$ cat config.mk
export PLATFORM = sky130hd
export DESIGN_NAME = zeta_table_gen
export DESIGN_NICKNAME = d
export VERILOG_FILES = /design/src/rtl/zeta_table_gen.sv
export SDC_FILE = /design/constraint.sdc
export NUM_CORES = 2
export LEC_CHECK = 0
export CAP_MARGIN = 15
export CORE_MARGIN = 2
export CORE_UTILIZATION = 45
export DETAILED_ROUTE_END_ITERATION = 8
export PLACE_DENSITY = 0.6
export SYNTH_ARGS = -nofsm -noshare
export SYNTH_HDL_FRONTEND = slang
export SYNTH_SLANG_ARGS = --single-unit
$ cat constraint.sdc
create_clock -name clk -period 13.1 [get_ports clk]
set_clock_uncertainty 0.15 [all_clocks]
set_input_delay 1.31 -clock clk [delete_from_list [all_inputs] [get_ports clk]]
set_output_delay 1.31 -clock clk [all_outputs]
set_load 0.1 [all_outputs]
$ cat src/rtl/zeta_table_gen.sv
// -----------------------------------------------------------------------------
// zeta_table_gen
//   Generates a bit-reversed twiddle ("zeta") table of N = 2^K entries into an
//   internal RAM. The result is table[i] = ROOT^bitrev_K(i) mod Q. When the
//   mode latched at start is 1, each entry is instead stored as (Q - z) mod Q.
//   One entry is written per cycle. Reads have a registered 1-cycle latency.
//
// Ports
//   clk      : single clock, rising edge
//   rst      : synchronous active-high reset
//   start    : request generation (accepted in IDLE only)
//   inv      : mode, sampled together with an accepted start
//   busy     : high while generating (N cycles)
//   done     : one-cycle pulse when generation completes
//   ready    : table contents valid
//   rd_en    : read request (accepted only when ready=1)
//   rd_addr  : table index
//   rd_data  : zeta value, zero when rd_valid=0
//   rd_valid : rd_data is valid this cycle
// -----------------------------------------------------------------------------
module zeta_table_gen #(
  parameter int ROOT_OF_UNITY = 17,
  parameter int Q             = 3329,
  parameter int K             = 7
) (
  input  logic         clk,
  input  logic         rst,
  input  logic         start,
  input  logic         inv,
  output logic         busy,
  output logic         done,
  output logic         ready,
  input  logic         rd_en,
  input  logic [K-1:0] rd_addr,
  output logic [15:0]  rd_data,
  output logic         rd_valid
);

  localparam int N = 1 << K;
  // Pre-reduce the root so the 16x16 product always fits in 32 bits.
  localparam logic [15:0] ROOT_M = 16'(ROOT_OF_UNITY % Q);
  localparam logic [15:0] Q16    = 16'(Q);
  localparam logic [31:0] Q32    = 32'(Q);

  typedef enum logic [1:0] {IDLE, GEN, FIN} state_t;

  state_t        state_reg, state_next;
  logic [K-1:0]  cnt_reg, cnt_next;
  logic [15:0]   pow_reg, pow_next;
  logic          mode_reg, mode_next;
  logic          ready_reg, ready_next;
  logic          rd_valid_reg;
  logic [15:0]   mem_q_reg;

  logic [15:0]   zeta_mem [N];
  logic          wr_en;
  logic [K-1:0]  wr_addr;
  logic [15:0]  wr_data;
  logic [31:0]  prod;
  logic [15:0]  pow_mul;

  // Write address is the bit-reversed counter.
  generate
    for (genvar gi = 0; gi < K; gi++) begin : g_bitrev
      assign wr_addr[gi] = cnt_reg[K-1-gi];
    end
  endgenerate

  assign prod    = {16'd0, pow_reg} * {16'd0, ROOT_M};
  assign pow_mul = 16'(prod % Q32);
  // pow is always in [0, Q-1]; a zero power must stay zero when negated.
  assign wr_data = (mode_reg && (pow_reg != 16'd0)) ? (Q16 - pow_reg) : pow_reg;

  always_comb begin
    state_next = state_reg;
    cnt_next   = cnt_reg;
    pow_next   = pow_reg;
    mode_next  = mode_reg;
    ready_next = ready_reg;
    wr_en      = 1'b0;
    case (state_reg)
      IDLE: begin
        if (start) begin
          state_next = GEN;
          cnt_next   = '0;
          pow_next   = 16'd1;
          mode_next  = inv;
          ready_next = 1'b0;
        end
      end
      GEN: begin
        wr_en    = 1'b1;
        pow_next = pow_mul;
        cnt_next = cnt_reg + 1'b1;
        if (cnt_reg == {K{1'b1}}) begin
          state_next = FIN;
        end
      end
      FIN: begin
        ready_next = 1'b1;
        state_next = IDLE;
      end
      default: state_next = IDLE;
    endcase
  end

  always_ff @(posedge clk) begin
    if (rst) begin
      state_reg    <= IDLE;
      cnt_reg      <= '0;
      pow_reg      <= 16'd1;
      mode_reg     <= 1'b0;
      ready_reg    <= 1'b0;
      rd_valid_reg <= 1'b0;
    end else begin
      state_reg    <= state_next;
      cnt_reg      <= cnt_next;
      pow_reg      <= pow_next;
      mode_reg     <= mode_next;
      ready_reg    <= ready_next;
      rd_valid_reg <= rd_en & ready_reg;
    end
  end

  // Table RAM: no reset, registered read. A read accepted in the same cycle
  // as start sees the old contents since writes only begin in GEN.
  always_ff @(posedge clk) begin
    if (wr_en) begin
      zeta_mem[wr_addr] <= wr_data;
    end
    if (rd_en) begin
      mem_q_reg <= zeta_mem[rd_addr];
    end
  end

  assign busy     = (state_reg == GEN);
  assign done     = (state_reg == FIN);
  assign ready    = ready_reg;
  assign rd_valid = rd_valid_reg;
  assign rd_data  = rd_valid_reg ? mem_q_reg : 16'd0;

endmodule

## Word-level counts from Yosys, hierarchy flattened

Memories as Yosys holds them, arrays and structs flattened. A register that Yosys moved wholly into a read port is not among the register bits.
Index checks and enable logic that the tools add are counted.

- Flip-flop bits (word level): 28
- Bits in latches: 0
- Bits in writable memories: 2048
- Memory bits (read-only): 0
- Input bits: 12
- Output and inout bits: 20
- Word-level logic and storage cells: 40
- Memories: 1

Memory list:

| memory | depth | bits a word | rd ports | clocked after Yosys merged registers in | write ports | line | RTL |
|---|---|---|---|---|---|---|---|
| zeta_mem | 128 | 16 | 1 | 1 | 1 | 55 | `logic [15:0] zeta_mem [N];` |

- Add/subtract/negate cells: 2
- Multipliers: 1
- Div/mod/pow operators: 1
- Order comparisons: 0
- Equal/unequal tests: 5
- Shift-type cells: 0
- Multiplexer cells: 14
- Bitwise logic cells: 1
- Reduce and logical (&&, ||, !) cells: 9

Operators with widths:

| operator | count |
|---|---|
| $mux 16 | 3 |
| $mod 21x12->32 const B | 1 |
| $pmux 16 s2 | 1 |
| $mul 16x5->21 const B | 1 |
| $reduce_bool 16->1 | 1 |
| $sub 12x16->16 const A | 1 |
| $pmux 7 s2 | 1 |
| $reduce_and 2->1 | 4 |
| $add 7x1->7 const B | 1 |
| $eq 7x7->1 const B | 1 |
| $mux 7 | 1 |
| $mux 1 | 4 |
| $mux 2 | 2 |
| $pmux 2 s2 | 1 |
| $reduce_bool 2->1 | 2 |
| $eq 2x1->1 const B | 1 |
| $eq 2x2->1 const B | 1 |
| $logic_not 2->1 | 1 |
| $ne 2x1->1 const B | 1 |
| $ne 2x2->1 const B | 1 |
| $pmux 1 s2 | 1 |
| $and 1x1->1 | 1 |
| $logic_and 1x1->1 | 1 |

## Depth between registers and ports, before layout

- Word-level depth: 4
- Gate-level depth with buffers: 49
- Depth with buffers taken out: 42

## Least setup slack after synthesis

Ideal clock, no wire load.

- Path type: reg-to-reg
- From: register pow_reg[1]
- To: register pow_reg[6]
- Library setup time: 123 ps
- Arrival: 12426 ps
- Data required time: 12827 ps
- Path slack: 401 ps
- Cell stages (with the launch flop): 49
- Path buffers: 6
- Period minus slack after synthesis: 12699 ps
- Cell sequence: dfxtp_1 -> ha_1 -> ha_1 -> fa_1 -> a21o_1 -> a221oi_4 -> o21ai_2 -> o211ai_1 -> or3b_1 -> nor3b_1 -> o21ai_2 -> xnor2_2 -> a21oi_1 -> a2bb2oi_1 -> o21ai_0 -> o2111a_1 -> a311o_1 -> and2_4 -> (+13 left out) -> o21a_1 -> xnor2_1 -> inv_1 -> ha_1 -> o31ai_2 -> buf_4 -> nand2_1 -> xnor2_1 -> ha_1 -> nand2_1 -> a211oi_1 -> a41oi_1 -> or4_1 -> a21oi_2 -> buf_4 -> nor3_1 -> xor2_1 -> o21ai_1

- Longest elaborated chain between the ends: 3

RTL lines:

| what | line | RTL |
|---|---|---|
| start: declaration | 49 | `logic [15:0] pow_reg, pow_next;` |
| start signal: assignment | 118 | `pow_reg <= pow_next;` |
| $mul 16x5->21 | 69 | `assign prod = {16'd0, pow_reg} * {16'd0, ROOT_M};` |
| $mod 21x12->32 | 70 | `assign pow_mul = 16'(prod % Q32);` |
| $pmux 16 s2 | 81 | `case (state_reg)` |

Every way passes these cells.
A chain may end at the register's enable or synchronous reset.

## Final worst setup path

- From: register pow_reg[5]
- To: register pow_reg[5]

Same word-level chain as after synthesis.

==> metrics.yaml <==
groute.usage.overall_pct: 21.5
worstPathMaxFanout: 13
postSynthCellCount: 4081
cts_setup_buffers: 0
timing.fmax_mhz: 82.0
grt_start_max_net_pins: 141
min-delay-path-class: "reg2reg"
timing.critical_path.slowest_stage_cell: "sky130_fd_sc_hd__or4_1"
clock_path_buffers: 3
timing_worst_setup_path_type: "reg2reg"
port_buffers: 31
synth_sequential_area_ratio_pct: 72.9
htreeDepth: 4
clock_latency_late_sink_ns: 0.83
syn2layout_area_growth_pct: 12.7
setup.worst_path.start_class: "flip-flop"
final_nets: 4353
synth.area.mux_share_pct: 18.0
drt_pre_antenna_iters: 6
worstSetupEndpointType: "flip-flop"
start_util_pct: 45.2
worst-slew-pin-transition_ns: 1.14
design.core.area_mm2: 0.190
worst_ep_arrival_time_ns: 12.76
n_fill_cell: 15000
vdd.ir_drop.worst_mv: 0.434
largest_register_ffs: 2048
drtAntennaViolNets: 0
worstPathBufferInverterCount: 2
std_cell_rows: 160
synth_top_family_by_area: "multiplexers"
route.detailed.vias_per_inst: 6.04
grt_setup_unrepaired: "no"
drive_gt1_share_pct: 30.8
timing.critical_path.required_ns: 13.66
yosys.area_share.simple_pct: 3.37
total_power_mw: 19.0
drtIter0Drc: 4623
area_share_of_the_largest_cell_type_after_synthesis_pct: 72.3
detail_route.wl_per_cell_um: 29.6
fin_ws_ns: 0.900
postPlaceCellArea_mm2: 0.0903
synth-xor-area-share_pct: 0.864
detailedPlacementHpwl_mm: 121
async_reset_ff_share_pct: 0
postSynthAreaPerCell_um2: 21.0
worst_path_dominant_cell_family: "compound AO/OA/AOI/OAI gates"
dieWidth_um: 441
fin_hold_ws_ns: 0.358
synthFlopType: "sky130_fd_sc_hd__edfxtp_1"
post_cts.resized_instances: 0
cts.root.buffer_cell: "sky130_fd_sc_hd__clkbuf_16"
placement.setup.worst_slack_ns: 0.514
wire_length_of_the_first_global_routing_pass_mm: 301
antenna_found_initial: 8
synth_top_cell_by_area: "sky130_fd_sc_hd__edfxtp_1"
status: "finished clean"
final_area_mm2: 0.0966
cts_clk_pin_slew_worst_paths_ns: 0.07
number_of_distinct_library_cells_after_synthesis: 129
synth_fp_nets: 4129
ys_seq_elements: 2092
final_max_slew_viol_count: 0
route.vias.total: 42200
pin_count: 32
finalHoldViolCount: 0
setup_viol: 0
tns_ns: 0
cts_buffers: 200
first_global_vias: 42400
route.detailed.drc: 0
grt_overflow_total: 0
cts.sink_count: 2092
max_slew_headroom_pct: 23.8
post_cts_hold_buffer_count: 0
finalWeightedCongestion: 0.818
routed_wl_mm: 207
fin_crit_ns: 12.20
max_cap_viol_count: 0
power_density_mw_per_mm2: 197
timing.critical_path.mode_cell: "sky130_fd_sc_hd__ha_1"
mappedNetlistArea_mm2: 0.0857
yosysWarningCount: 0
power.static_leakage_nw: 30.3
die_h_um: 441
fp.dieArea_mm2: 0.194
tritoncts: "done"
post-route-period-util_pct: 93.1
slowest_stage_delay_cp_ns: 0.67
synth_edf_count: 2064
synth-compound-area-share_pct: 3.28
synth.top_cells.by_area: "sky130_fd_sc_hd__edfxtp_1 72%, sky130_fd_sc_hd__mux4_2 18%, sky130_fd_sc_hd__nor2_1 0.91%"
synthAdderAreaFrac_pct: 0.546
metal layers:
| layer | up-vias | GRT usage (%) | wire length (um) |
|---|---|---|---|
| li1 | 17800 | - | - |
| met1 | 22800 | 30.6 | 87700 |
| met2 | 1387 | 34.5 | 101000 |
| met3 | 275 | 3.12 | 12200 |
| met4 | 6 | 6.73 | 6240 |
| met5 | - | 0 | 34 |
cells in the mapped netlist, types with 9 or more instances:
master and number:
sky130_fd_sc_hd__edfxtp_1 2064, sky130_fd_sc_hd__mux4_2 672, sky130_fd_sc_hd__nor2_1 208, sky130_fd_sc_hd__clkbuf_1 128, sky130_fd_sc_hd__nand2_1 119, sky130_fd_sc_hd__a21oi_1 67
sky130_fd_sc_hd__nand3_1 54, sky130_fd_sc_hd__buf_1 52, sky130_fd_sc_hd__xnor2_1 46, sky130_fd_sc_hd__nor3_1 42, sky130_fd_sc_hd__o21ai_0 38, sky130_fd_sc_hd__ha_1 35
sky130_fd_sc_hd__dfxtp_1 28, sky130_fd_sc_hd__xor2_1 28, sky130_fd_sc_hd__o21ai_1 27, sky130_fd_sc_hd__or2_2 24, sky130_fd_sc_hd__and2_1 23, sky130_fd_sc_hd__o211ai_1 22
sky130_fd_sc_hd__mux2_2 18, sky130_fd_sc_hd__inv_1 16, sky130_fd_sc_hd__a21o_1 15, sky130_fd_sc_hd__or3_1 15, sky130_fd_sc_hd__a211oi_1 14, sky130_fd_sc_hd__a31oi_1 14
sky130_fd_sc_hd__and3_1 14, sky130_fd_sc_hd__o21a_1 14, sky130_fd_sc_hd__nand4_1 13, sky130_fd_sc_hd__a21boi_0 9, sky130_fd_sc_hd__nor4_1 9
layout by cell type, fill, tap and decap left out, types with 9 or more instances in the layout:
master	instances
sky130_fd_sc_hd__edfxtp_1	2064
sky130_fd_sc_hd__mux4_2	672
sky130_fd_sc_hd__clkbuf_16	208
sky130_fd_sc_hd__buf_4	186
sky130_fd_sc_hd__nand2_1	119
sky130_fd_sc_hd__nor2_1	116
sky130_fd_sc_hd__nor2_2	93
sky130_fd_sc_hd__a21oi_1	66
sky130_fd_sc_hd__clkinv_1	59
sky130_fd_sc_hd__nand3_1	54
sky130_fd_sc_hd__clkbuf_1	46
sky130_fd_sc_hd__o21ai_0	37
sky130_fd_sc_hd__xnor2_1	37
sky130_fd_sc_hd__nor3_1	36
sky130_fd_sc_hd__ha_1	35
sky130_fd_sc_hd__o21ai_1	27
sky130_fd_sc_hd__clkinv_2	26
sky130_fd_sc_hd__dfxtp_1	26
sky130_fd_sc_hd__clkdlybuf4s50_1	25
sky130_fd_sc_hd__or2_2	24
sky130_fd_sc_hd__and2_1	23
sky130_fd_sc_hd__o211ai_1	22
sky130_fd_sc_hd__xor2_1	22
sky130_fd_sc_hd__mux2_2	18
sky130_fd_sc_hd__inv_1	16
sky130_fd_sc_hd__a21o_1	15
sky130_fd_sc_hd__or3_1	15
sky130_fd_sc_hd__a211oi_1	14
sky130_fd_sc_hd__and3_1	14
sky130_fd_sc_hd__o21a_1	14
sky130_fd_sc_hd__a31oi_1	14
sky130_fd_sc_hd__nand4_1	13
sky130_fd_sc_hd__xnor2_2	12
sky130_fd_sc_hd__bufinv_16	10
sky130_fd_sc_hd__nor4_1	9
sky130_fd_sc_hd__a21boi_0	9
worst paths after layout:
check,from,end,slack [ns],depth (start not counted)
worst max-delay path,pow_reg[5],pow_reg[5],0.90,43
worst min-delay path,cnt_reg[0],cnt_reg[0],0.36,2
worst max register to register,pow_reg[5],pow_reg[5],0.90,43
worst min register to register,cnt_reg[0],cnt_reg[0],0.36,2
where the power goes:
| group | total, mW | internal, mW | switching, mW |
|---|---|---|---|
| logic | 5.85 | 1.98 | 3.87 |
| clock network | 5.50 | 3.08 | 2.41 |
| registers | 7.70 | 7.68 | 0.0198 |
| total | 19.0 | 12.7 | 6.31 |
cell families after synthesis:
family | count (synthesis)
compound gates | 366
xor+xnor | 79
flops | 2092
buf+inv | 218
simple gates | 593
mux | 696
fa+ha+maj | 37
metrics by stage:
stage	std cells	util (%)
CTS	6976	50.8
global route	6979	50.9
floorplan	4081	-
global placement	6611	47.6
detailed placement	6612	47.6
finish	6984	50.9
cell type report:
cell class	count	area (um2)	share of cell area [%]
repair buffers	223	1830	1.89
diodes	6	15.0	0.0155
flip-flops and latches	2092	62500	64.7
well taps	2511	3140	3.25
inverters	17	63.8	0.0661
clock inverters	110	806	0.834
clock buffers	254	5380	5.57
multi-input cells	1771	22800	23.6
tightest hold or removal path, cell delays in order, from the launching register on:
cell,delay [ns]
sky130_fd_sc_hd__dfxtp_1,0.34
sky130_fd_sc_hd__nand3_1,0.07
sky130_fd_sc_hd__a21oi_1,0.05
No activity file was read; power rests on OpenSTA's default activity.
